**src/rtl/alu_seq.sv**
```systemverilog
// rtl/alu_seq.sv - handshaked ALU; single-cycle ops plus iterative one-bit-per-cycle shifts
module alu_seq #(
    parameter int WIDTH   = 8,
    parameter int SHAMT_W = $clog2(WIDTH)
) (
    input  logic             Clk,
    input  logic             Reset,
    input  logic             InValid,
    output logic             InReady,
    input  logic [WIDTH-1:0] InputA,
    input  logic [WIDTH-1:0] InputB,
    input  logic [3:0]       OP,
    output logic             OutValid,
    input  logic             OutReady,
    output logic [WIDTH-1:0] Out,
    output logic             Zero,
    output logic             Carry,
    output logic             Error
);

    localparam logic [3:0] OP_LSH = 4'b0000;
    localparam logic [3:0] OP_RSH = 4'b0001;
    localparam logic [3:0] OP_AND = 4'b0010;
    localparam logic [3:0] OP_OR  = 4'b0011;
    localparam logic [3:0] OP_GEQ = 4'b1000;
    localparam logic [3:0] OP_EQ  = 4'b1001;
    localparam logic [3:0] OP_NEG = 4'b1010;
    localparam logic [3:0] OP_ADD = 4'b1011;
    localparam logic [3:0] OP_NEQ = 4'b1101;

    localparam logic [WIDTH-1:0]   ONE_W = {{(WIDTH-1){1'b0}}, 1'b1};
    localparam logic [SHAMT_W-1:0] ONE_S = {{(SHAMT_W-1){1'b0}}, 1'b1};

    typedef enum logic [1:0] {
        IDLE  = 2'd0,
        SHIFT = 2'd1,
        DONE  = 2'd2
    } state_t;

    state_t             state, state_n;
    logic [WIDTH-1:0]   out_q, out_n;
    logic               zero_q, zero_n;
    logic               carry_q, carry_n;
    logic               error_q, error_n;
    logic [SHAMT_W-1:0] count_q, count_n;
    logic               left_q, left_n;
    logic [SHAMT_W-1:0] shamt;

    assign shamt = InputB[SHAMT_W-1:0];

    always_ff @(posedge Clk) begin
        if (Reset) begin
            state   <= IDLE;
            out_q   <= '0;
            zero_q  <= 1'b0;
            carry_q <= 1'b0;
            error_q <= 1'b0;
            count_q <= '0;
            left_q  <= 1'b0;
        end else begin
            state   <= state_n;
            out_q   <= out_n;
            zero_q  <= zero_n;
            carry_q <= carry_n;
            error_q <= error_n;
            count_q <= count_n;
            left_q  <= left_n;
        end
    end

    always_comb begin
        state_n = state;
        out_n   = out_q;
        zero_n  = zero_q;
        carry_n = carry_q;
        error_n = error_q;
        count_n = count_q;
        left_n  = left_q;

        case (state)
            IDLE: begin
                if (InValid) begin
                    state_n = DONE;
                    carry_n = 1'b0;
                    error_n = 1'b0;
                    case (OP)
                        OP_LSH, OP_RSH: begin
                            left_n = (OP == OP_LSH);
                            if (shamt == '0) begin
                                out_n = InputA;
                            end else begin
                                // First bit moves on the accept edge; the rest iterate in SHIFT.
                                if (OP == OP_LSH)
                                    {carry_n, out_n} = {InputA, 1'b0};
                                else
                                    {out_n, carry_n} = {1'b0, InputA};
                                if (shamt > ONE_S) begin
                                    count_n = shamt - ONE_S;
                                    state_n = SHIFT;
                                end
                            end
                        end
                        OP_AND: out_n = InputA & InputB;
                        OP_OR:  out_n = InputA | InputB;
                        OP_GEQ: out_n = {{(WIDTH-1){1'b0}}, (InputA >= InputB)};
                        OP_EQ:  out_n = {{(WIDTH-1){1'b0}}, (InputA == InputB)};
                        OP_NEQ: out_n = {{(WIDTH-1){1'b0}}, (InputA != InputB)};
                        OP_NEG: begin
                            out_n   = ~InputA + ONE_W;
                            carry_n = (InputA == '0);
                        end
                        OP_ADD: {carry_n, out_n} = {1'b0, InputA} + {1'b0, InputB};
                        default: begin
                            out_n   = '0;
                            error_n = 1'b1;
                        end
                    endcase
                    zero_n = (out_n == '0);
                end
            end
            SHIFT: begin
                if (left_q)
                    {carry_n, out_n} = {out_q, 1'b0};
                else
                    {out_n, carry_n} = {1'b0, out_q};
                zero_n  = (out_n == '0);
                count_n = count_q - ONE_S;
                if (count_q == ONE_S)
                    state_n = DONE;
            end
            DONE: begin
                if (OutReady)
                    state_n = IDLE;
            end
            default: state_n = IDLE;
        endcase
    end

    assign InReady  = (state == IDLE);
    assign OutValid = (state == DONE);
    assign Out      = out_q;
    assign Zero     = zero_q;
    assign Carry    = carry_q;
    assign Error    = error_q;

endmodule

```
**config.mk**
```make
export PLATFORM = sky130hd
export DESIGN_NAME = alu_seq
export DESIGN_NICKNAME = d
export VERILOG_FILES = /design/src/rtl/alu_seq.sv
export SDC_FILE = /design/constraint.sdc
export NUM_CORES = 1
export LEC_CHECK = 0
export ABC_CLOCK_PERIOD_IN_PS = 5500
export BUFFER_PORTS_ARGS = -buffer_cell sky130_fd_sc_hd__buf_4
export CAP_MARGIN = 20
export CORE_AREA = 4 4 49 95
export CTS_CLUSTER_DIAMETER = 60
export DETAILED_ROUTE_END_ITERATION = 10
export DIE_AREA = 0 0 53 99
export HOLD_SLACK_MARGIN = 0.1
export PLACE_DENSITY = 0.95
export SYNTH_ARGS = -nofsm -noshare
export SYNTH_HDL_FRONTEND = slang
export SYNTH_SLANG_ARGS = --single-unit
```
**constraint.sdc**
```tcl
create_clock -name Clk -period 5.5 [get_ports Clk]
set_clock_uncertainty 0.05 [all_clocks]
set_input_delay 0.55 -clock Clk [delete_from_list [all_inputs] [get_ports Clk]]
set_output_delay 0.55 -clock Clk [all_outputs]
set_load 0.02 [all_outputs]
```
==> flow_summary.json <==
{
  "worst_slew_pin_slew_ns": 1.09,
  "avgSynthCellArea_sq_um": 7.53,
  "diodes": 0,
  "hp-class": "reg -> reg",
  "synth_edf_count": 0,
  "dieHeight_um": 99,
  "synthArstFlopShare": 0,
  "clock_path_buffers": 2,
  "holdPathEnd": "count_q[1]",
  "cap_violations": 0,
  "start_util": 0.618,
  "dpl.hpwl_mm": 5.36,
  "post_route_cells_drive_above_1_share": 0.149,
  "switching_power_w": 0.000158,
  "grt_pass1_wl_mm": 11.4,
  "cts.sinks": 17,
  "die-area_sq_um": 5250,
  "r2r_start": "state[0]",
  "rr_endpoint": "Zero",
  "setup_viol": 0,
  "grt_pass1_vias": 2535,
  "grt_max_degree": 35,
  "hold_viol": 0,
  "seqPwrFrac": 0.338,
  "leakagePower_nw": 1.16,
  "pwr-share-comb": 0.433,
  "outcome": "complete, no violations",
  "power.density_nw_per_um2": 153,
  "rr_worst_depth": 6,
  "worstHoldPathCells": 2,
  "synth-simple-area-share": 0.248,
  "drtPass1Iterations": 7,
  "nNetsFinal": 399,
  "areaGrowthSynthToFinish_pct": 12.0,
  "drtAntennaViolNets": 0,
  "hold_path_startpoint": "count_q[1]",
  "synth_top_family_by_area": "compound AO/OA/AOI/OAI gates",
  "synth_compound_area_frac": 0.251,
  "intPower_w": 0.000253,
  "rsz0062_at_grt": "false",
  "synth_flop_cell": "dfxtp_1",
  "yosys_warnings": 0,
  "period_minus_slack_ns": 2.72,
  "cts_made_buffers": 3,
  "crit_type": "in -> reg",
  "period_share": 0.494,
  "drcViolationCount": 0,
  "synthMuxAreaShare": 0.0928,
  "cts_hold_buf": 0,
  "die_w_um": 53,
  "insertion_delay_ns": 0.25,
  "vias": 2600,
  "post_cts_buffers": 0,
  "synth_adder_area_share": 0.165,
  "syn_area_sq_um": 2400,
  "clkPwrFrac": 0.229,
  "cp-start-kind": "input port",
  "crit_arrival_ns": 2.87,
  "post_cts_resized": 0,
  "synth-seq-cells": 17,
  "syn_inst": 319,
  "crit_required_ns": 5.65,
  "drv_slew": 0,
  "fin_setup_tns_ns": 0,
  "root_buffer": "clkbuf_8",
  "wire_per_inst_um": 17.6,
  "final_util": 0.692,
  "rows": 32,
  "wirelength_mm": 6.94,
  "synth_cell_type_count": 60,
  "r2r_slack_ns": 3.38,
  "clk_pin_slew_ns": 0.06,
  "fmax_mhz": 368,
  "grt_usage": 0.278,
  "antenna_found_initial": 0,
  "core_sq_um": 3880,
  "io_pins": 37,
  "end_kind": "flip-flop",
  "cts_tree": "built",
  "syn-num-nets": 374,
  "gr-total-overflow": 0,
  "io_buffers": 36,
  "ys_seq_area_frac": 0.142,
  "synthXorXnorAreaFrac": 0.0182,
  "cts_max_level": 1,
  "first_iter_violations": 151,
  "gp_congestion": 1.01,
  "relSlewSlack": 0.266,
  "routed_via_density": 6.60,
  "swShare": 0.383,
  "ir_drop_uv": 99.1,
  "path_max_fanout": 8
}
## critical path, stage by stage
cell	delay, ns
buf_4	0.15
ha_1	0.22
inv_1	0.07
fa_1	0.42
nand2b_1	0.18
a31oi_1	0.35
mux2i_1	0.23
nand4_1	0.14
nor4_1	0.34
a41o_1	0.21
## power by group through the flow
stage / combinational, W / clock (W) / sequential (W)
finish: 0.000178 / 0.0000940 / 0.000139
global route: 0.000195 / 0.0000985 / 0.000140
CTS: 0.000174 / 0.0000940 / 0.000139
detailed placement: 0.000173 / 0 / 0.000141
global placement: 0.000168 / 0 / 0.000141
floorplan: 0.000113 / 0 / 0.000145
## area by class of cell
cell class                 instances  area, sq um
clock buffer                       4         45.0
fill                             342         1190
inverter                          29          109
multi-input combinational        257         1860
sequential                        17          340
tap                               51         63.8
timing repair buffer              36          270
## kinds of logic after synthesis
family	after synthesis
xor gates and xnor gates	5
buffers and inverters	45
DFF	17
muxes	22
and+or+nand+nor	110
adders and majority gates	31
AOI/OAI and AO/OA	89
## flip-flops by register name (all words and copies together) (netlist names)
register  flops
state         2
Out           8
left_q        1
Carry         1
count_q       3
Error         1
Zero          1
## cell usage after synthesis, types with 3 or more instances
library cell  count  area (sq um)
inv_1            29           109
o22ai_1           4          25.0
o211ai_1          7          52.6
ha_1             30           375
and3_1            3          18.8
buf_2             3          15.0
nor2_1           26          97.6
a21oi_1          27           135
or3_1             4          25.0
mux2i_1          20           200
nand3_1          12          60.1
a221oi_1          3          26.3
o21a_1            3          22.5
clkbuf_1          6          22.5
xor2_1            3          26.3
o21ai_0          12          60.1
dfxtp_1          17           340
nor3b_1           6          45.0
nor3_1           12          60.1
o31ai_1           4          30.0
nor4_1            4          25.0
nor2b_1           5          31.3
nand2_1          19          71.3
nand2b_1          7          43.8
a211oi_1          7          52.6
buf_4             5          37.5
## stage by stage
step           instance area [sq um]  std cells  worst slack (ns)  power, W  hold slack [ns]
6_report                        2690        394              2.78  0.000411            0.429
5_1_grt                         2690        394              2.67  0.000433            0.462
3_5_place_dp                    2640        390              2.61  0.000314            0.407
4_1_cts                         2690        394              2.85  0.000407            0.427
3_3_place_gp                    2640        390              2.71  0.000308            0.392
2_1_floorplan                   2400        319              3.05  0.000258            0.395
## cell usage in the layout, fill, tap and decap left out, types with 3 or more instances in the layout
cell / Yosys / layout
buf_4: 5 / 36
ha_1: 30 / 30
inv_1: 29 / 29
a21oi_1: 27 / 27
nor2_1: 26 / 26
mux2i_1: 20 / 20
nand2_1: 19 / 19
dfxtp_1: 17 / 17
nor3_1: 12 / 12
nand3_1: 12 / 12
o21ai_0: 12 / 12
nand2b_1: 7 / 7
a211oi_1: 7 / 7
o211ai_1: 7 / 7
nor3b_1: 6 / 6
nor2b_1: 5 / 5
or3_1: 4 / 4
o22ai_1: 4 / 4
nor4_1: 4 / 4
o31ai_1: 4 / 4
xor2_1: 3 / 3
and3_1: 3 / 3
a221oi_1: 3 / 3
o21a_1: 3 / 3
clkbuf_8: 0 / 3
## metal layers
metal  track usage  share of wire
met5             0              0
met4         0.159          0.043
met1         0.298           0.36
met3        0.0227          0.064
met2         0.500           0.53
## how the worst max path moves through the flow
stage          startpoint  endpoint  slack (ns)  cells after the start
6_report        InputA[0]      Zero        2.78                     10
4_1_cts         InputA[0]      Zero        2.85                     10
2_1_floorplan   InputA[0]      Zero        3.05                      9
5_1_grt         InputA[0]    Out[6]        2.67                     10
3_3_place_gp    InputA[0]      Zero        2.71                     10
3_5_place_dp    InputA[0]      Zero        2.61                     10
Power figures use the tool's default switching activity.
